[src/rtl/rv_pkg.sv]
// Shared RV32I pipeline definitions: data width, reset/NOP defaults and the
// fetch-stage state encoding.
package rv_pkg;
  localparam int XLEN = 32;

  localparam logic [XLEN-1:0] DEFAULT_RESET_PC = 32'h0000_0000;
  localparam logic [XLEN-1:0] DEFAULT_NOP_INST = 32'h0000_0013;  // addi x0,x0,0
  localparam logic [XLEN-1:0] INST_BYTES       = 32'd4;

  typedef enum logic [1:0] {
    FETCH = 2'd0,
    HOLD  = 2'd1,
    DRAIN = 2'd2
  } fetch_state_e;
endpackage

[src/rtl/inst_fetch_if_id_reg.sv]
// IF/ID pipeline register: flush (NOP, invalid) beats load, otherwise hold.
module if_id_reg
  import rv_pkg::*;
#(
  parameter logic [XLEN-1:0] NOP_INST = DEFAULT_NOP_INST
) (
  input  logic            clk,
  input  logic            rst,
  input  logic            load_i,
  input  logic            flush_i,
  input  logic [XLEN-1:0] inst_i,
  input  logic [XLEN-1:0] pc_i,
  output logic [XLEN-1:0] inst_o,
  output logic [XLEN-1:0] pc_o,
  output logic            valid_o
);

  logic [XLEN-1:0] inst_q;
  logic [XLEN-1:0] pc_q;
  logic            valid_q;

  // NOTE: sequential state uses non-blocking assignments so every register
  // samples the pre-edge values, independent of statement order.
  always_ff @(posedge clk) begin
    if (rst || flush_i) begin
      inst_q  <= NOP_INST;
      pc_q    <= '0;
      valid_q <= 1'b0;
    end else if (load_i) begin
      inst_q  <= inst_i;
      pc_q    <= pc_i;
      valid_q <= 1'b1;
    end
  end

  assign inst_o  = inst_q;
  assign pc_o    = pc_q;
  assign valid_o = valid_q;

endmodule

[src/rtl/inst_fetch.sv]
// RV32I instruction-fetch stage: PC, I-cache request handshake, one-entry
// skid buffer for decode back-pressure, and the IF/ID register.
module inst_fetch
  import rv_pkg::*;
#(
  parameter logic [XLEN-1:0] RESET_PC = DEFAULT_RESET_PC,
  parameter logic [XLEN-1:0] NOP_INST = DEFAULT_NOP_INST
) (
  input  logic            clk,
  input  logic            rst,
  output logic            icache_ren,
  output logic [XLEN-1:0] icache_addr,
  input  logic [XLEN-1:0] icache_rdata,
  input  logic            icache_stall,
  input  logic            redirect_valid,
  input  logic [XLEN-1:0] redirect_pc,
  input  logic            id_stall,
  output logic [XLEN-1:0] if_id_inst,
  output logic [XLEN-1:0] if_id_pc,
  output logic            if_id_valid
);

  fetch_state_e    state_q, state_d;
  logic [XLEN-1:0] pc_q, pc_d;
  logic [XLEN-1:0] req_q, req_d;
  logic [XLEN-1:0] buf_inst_q, buf_inst_d;
  logic [XLEN-1:0] buf_pc_q, buf_pc_d;

  logic            ren;
  logic            accept;
  logic            ifid_load;
  logic            ifid_flush;
  logic [XLEN-1:0] ifid_inst;
  logic [XLEN-1:0] ifid_pc;

  assign icache_ren  = ren & ~rst;
  assign icache_addr = req_q;
  assign accept      = icache_ren & ~icache_stall;

  // NOTE: every signal written here gets a default first, so no path through
  // the case statement can leave one unassigned and infer a latch.
  always_comb begin
    state_d    = state_q;
    pc_d       = pc_q;
    req_d      = req_q;
    buf_inst_d = buf_inst_q;
    buf_pc_d   = buf_pc_q;
    ren        = 1'b0;
    ifid_load  = 1'b0;
    ifid_flush = 1'b0;
    ifid_inst  = icache_rdata;
    ifid_pc    = req_q;

    unique case (state_q)
      FETCH: begin
        ren = 1'b1;
        if (redirect_valid) begin
          ifid_flush = 1'b1;
          pc_d       = redirect_pc;
          // A stalled request cannot be withdrawn; drain it before retargeting.
          if (accept) req_d   = redirect_pc;
          else        state_d = DRAIN;
        end else if (accept) begin
          pc_d  = req_q + INST_BYTES;
          req_d = req_q + INST_BYTES;
          if (id_stall) begin
            buf_inst_d = icache_rdata;
            buf_pc_d   = req_q;
            state_d    = HOLD;
          end else begin
            ifid_load = 1'b1;
          end
        end else if (!id_stall) begin
          ifid_flush = 1'b1;
        end
      end

      HOLD: begin
        ifid_inst = buf_inst_q;
        ifid_pc   = buf_pc_q;
        if (redirect_valid) begin
          ifid_flush = 1'b1;
          pc_d       = redirect_pc;
          req_d      = redirect_pc;
          state_d    = FETCH;
        end else if (!id_stall) begin
          ifid_load = 1'b1;
          state_d   = FETCH;
        end
      end

      DRAIN: begin
        ren        = 1'b1;
        ifid_flush = 1'b1;
        if (redirect_valid) pc_d = redirect_pc;
        if (accept) begin
          req_d   = pc_d;
          state_d = FETCH;
        end
      end

      default: state_d = FETCH;
    endcase
  end

  always_ff @(posedge clk) begin
    if (rst) begin
      state_q    <= FETCH;
      pc_q       <= RESET_PC;
      req_q      <= RESET_PC;
      buf_inst_q <= NOP_INST;
      buf_pc_q   <= '0;
    end else begin
      state_q    <= state_d;
      pc_q       <= pc_d;
      req_q      <= req_d;
      buf_inst_q <= buf_inst_d;
      buf_pc_q   <= buf_pc_d;
    end
  end

  if_id_reg #(
    .NOP_INST (NOP_INST)
  ) u_if_id (
    .clk     (clk),
    .rst     (rst),
    .load_i  (ifid_load),
    .flush_i (ifid_flush),
    .inst_i  (ifid_inst),
    .pc_i    (ifid_pc),
    .inst_o  (if_id_inst),
    .pc_o    (if_id_pc),
    .valid_o (if_id_valid)
  );

endmodule

[config.mk]
export PLATFORM = sky130hd
export DESIGN_NAME = inst_fetch
export DESIGN_NICKNAME = d
export VERILOG_FILES = /design/src/rtl/rv_pkg.sv /design/src/rtl/inst_fetch_if_id_reg.sv /design/src/rtl/inst_fetch.sv
export SDC_FILE = /design/constraint.sdc
export NUM_CORES = 1
export LEC_CHECK = 0
export CELL_PAD_IN_SITES_DETAIL_PLACEMENT = 2
export CELL_PAD_IN_SITES_GLOBAL_PLACEMENT = 2
export CORE_MARGIN = 4
export CORE_UTILIZATION = 33
export CTS_CLUSTER_SIZE = 8
export DETAILED_ROUTE_END_ITERATION = 8
export PLACE_DENSITY = 0.95
export SYNTH_ARGS = -nofsm -noshare
export SYNTH_HDL_FRONTEND = slang
export SYNTH_SLANG_ARGS = --single-unit
[constraint.sdc]
create_clock -name clk -period 4.2 [get_ports clk]
set_input_delay 0.84 -clock clk [delete_from_list [all_inputs] [get_ports clk]]
set_output_delay 0.84 -clock clk [all_outputs]
set_load 0.02 [all_outputs]
==> metrics.yaml <==
cts_resized: 0
drt-total-wl_mm: 39.75
drc: 0
layout-drive-gt1-share_pct: 6.245
switchingPower_mw: 1.936
finClkSkew_ps: 15.13
fin_ws_ps: 845.5
cpMaxStageDelayCell: "clkdlybuf4s50_1"
grt_antenna_before_repair: 0
core_area_um2: 27930
start_util_pct: 33.55
pre_cts_ws_ps: 1015
finalPower_mw: 5.287
dpl.cell_count: 1627
synth_nets: 1245
period_minus_slack_ps: 3355
ys_ff_latch: 195
cts_tree: "done"
required_ps: 3360
die_y_um: 176.5
holdCritStartpoint: "buf_pc_q[30]"
insertion_delay_ps: 450
syn_avg_cell_area_um2: 8.003
path_max_fanout: 12
cp_cell_sequence: "inv_1 -> ha_1 -> nor2_1 -> nor2_1 -> clkdlybuf4s50_1"
crit_family: "buffers and inverters"
post_drt_wl_per_cell_um: 23.96
antenna_cells: 0
slew_headroom_pct: 32.49
power_frac_seq_pct: 41.7
dp.final_hpwl_mm: 25.37
h-tree-depth: 4
synthToLayoutAreaGrowth_pct: 27.49
whs_path_depth: 2
setup_viol: 0
crit_top_cell: "nor2_1"
fin_tns_setup_ps: 0
grt_pass1_vias: 10570
synth_edf_count: 0
hold_end: "buf_pc_q[30]"
worst_path_largest_cell_delay_ps: 590
boundaryPins: 167
cts_sinks: 195
r2r_end: "pc_q[3]"
drt-pass1-iter-count: 5
grt-ovfl-total: 0
finalInstanceArea_um2: 11950
place.gp.congestion: 0.8708
cts_max_path_buffers: 2
cts_setup_buffers: 0
gr-usage-all-layers_pct: 24.91
syn-cell-area_um2: 9371
cp.arrival_ps: 2510
cp-start-kind: "register"
max_freq_ghz: 0.2981
path_clk_slew_ps: 80
leakage_nw: 3.832
rrSetupSlack_ps: 1040
first_iter_violations: 644
final_common_cell: "dfxtp_1"
worst_slew_pin_slew_ps: 1009
yosys_warnings: 0
n_fill_cell: 3113
antenna_left: 0
cts_buffers: 17
layoutNonFillerInstCount: 1659
grt_max_degree: 109
post-route-util_pct: 42.77
fin_crit_sh_pct: 79.87
vdd_drop_max_v: 0.0002754
sw_frac_of_total_pct: 36.62
synth_cell_type_count: 56
worstHoldPathType: "register to register"
comb_power_share_pct: 24.9
num_vias: 9722
syn_inst: 1171
final_cell_mix: "dfxtp_1 (195), nand2_1 (186), clkdlybuf4s50_1 (164)"
whs_ps: 461.6
die_area_um2: 31160
p_int_mw: 3.351
placementRows: 61
p_per_area_nw_per_um2: 442.5
postCtsHoldBufs: 0
grt_setup_unrepaired: "false"
async_reset_ff_share_pct: 0
slew_violations: 0
die_x_um: 176.5
path_buf_inv: 2
hold_viol_final: 0
worstSetupPathType: "register to output port"
grt_pass1_wl_mm: 61.51
clock_power_share_pct: 33.3
ys_seq_area_share_pct: 41.66
nets: 1342
via_per_inst: 5.860
cap_violations: 0
status: "completed"
root_buffer: "clkbuf_16"
synthFlopType: "dfxtp_1"
cp-end-kind: "output port"
io_buffers: 166
reg2reg_depth: 8
r2r-start: "state_q[0]"
place_area_um2: 11310
==> worst register-to-register path: cells and delay by family (launching register included) <==
kind / cells / cell delay (ps)
buffers and inverters: 3 / 990
AO/OA/AOI/OAI: 3 / 1230
flip-flops: 1 / 430
AND/OR/NAND/NOR: 1 / 100
adder cells (fa/ha/maj): 1 / 320
==> how the worst max path moves through the flow <==
| stage | cells past startpoint | startpoint | end |
|---|---|---|---|
| 3_3_place_gp | 7 | icache_stall | pc_q[9] |
| 4_1_cts | 5 | state_q[0] | icache_ren |
| 2_1_floorplan | 4 | rst | icache_ren |
| 3_5_place_dp | 6 | icache_stall | icache_addr[26] |
| 6_report | 5 | state_q[0] | icache_ren |
| 5_1_grt | 5 | state_q[0] | icache_ren |
==> routing by layer <==
| metal | global-route usage [%] | wire (um) |
|---|---|---|
| met3 | 4.711 | 2237 |
| met5 | 0 | 0 |
| met2 | 43.38 | 19450 |
| met4 | 9.188 | 1282 |
| met1 | 30.62 | 16790 |
==> power groups by stage <==
stage,logic (mW),registers (mW),clock network (mW)
after CTS,1.30,2.20,1.79
after global placement,1.20,2.22,0
after detailed placement,1.26,2.23,0
after floorplan,0.719,2.20,0
after global routing,1.41,2.22,1.87
final,1.32,2.21,1.76
==> synth_stat cells (3+ instances only) <==
cell type	number	area, um2
dfxtp_1	195	3904
nand2_1	186	698.2
nor2_1	144	540.5
a21oi_1	115	575.6
clkbuf_1	92	345.3
a211oi_1	91	683.2
mux2i_1	67	670.6
o21ai_0	30	150.1
nand3_1	23	115.1
nor3_1	16	80.08
o22ai_1	15	93.84
a311oi_1	14	122.6
xor2_1	14	122.6
buf_1	11	41.29
xnor2_1	11	96.34
nand2b_1	10	62.56
nor4_1	9	56.30
a22oi_1	8	60.06
o211ai_1	8	60.06
a221oi_1	7	61.31
mux2_2	7	78.83
nand4_1	7	43.79
a22o_1	6	52.55
and3_1	6	37.54
buf_2	6	30.03
inv_1	6	22.52
o21a_1	6	45.04
ha_1	5	62.56
nor2b_1	5	31.28
a2111oi_0	4	35.03
and4_1	4	35.03
nand3b_1	4	30.03
a32oi_1	3	26.28
and2_1	3	18.77
o221a_2	3	33.78
o31ai_1	3	22.52
or2_2	3	18.77
==> logic make-up (layout without fill, tap and decap cells) <==
kind of cell / count (synthesis) / count (layout) / synth area share [%]
muxes: 74 / 74 / 7.997
buffers and inverters: 116 / 226 / 4.726
xor gates and xnor gates: 25 / 25 / 2.336
AOI/OAI and AO/OA: 329 / 329 / 23.04
and+or+nand+nor: 427 / 427 / 19.57
adders and majority gates: 5 / 5 / 0.6676
DFF: 195 / 195 / 41.66
==> layout make-up <==
class	count	area, um2	area share, %
multi-input cells	860	5074	42.47
flip-flops and latches	195	3904	32.67
repair buffers	187	1837	15.37
well taps	378	473.0	3.959
clock buffers	17	425.4	3.561
clock inverters	15	209.0	1.749
inverters	7	26.28	0.2199
==> registers in the layout (all words and copies together) (netlist names) <==
name,cells
buf_inst_q,32
u_if_id.valid_o,1
u_if_id.pc_o,32
buf_pc_q,32
u_if_id.inst_o,32
pc_q,32
state_q,2
icache_addr,32
Note: power is estimated with default switching activity, not from simulation.
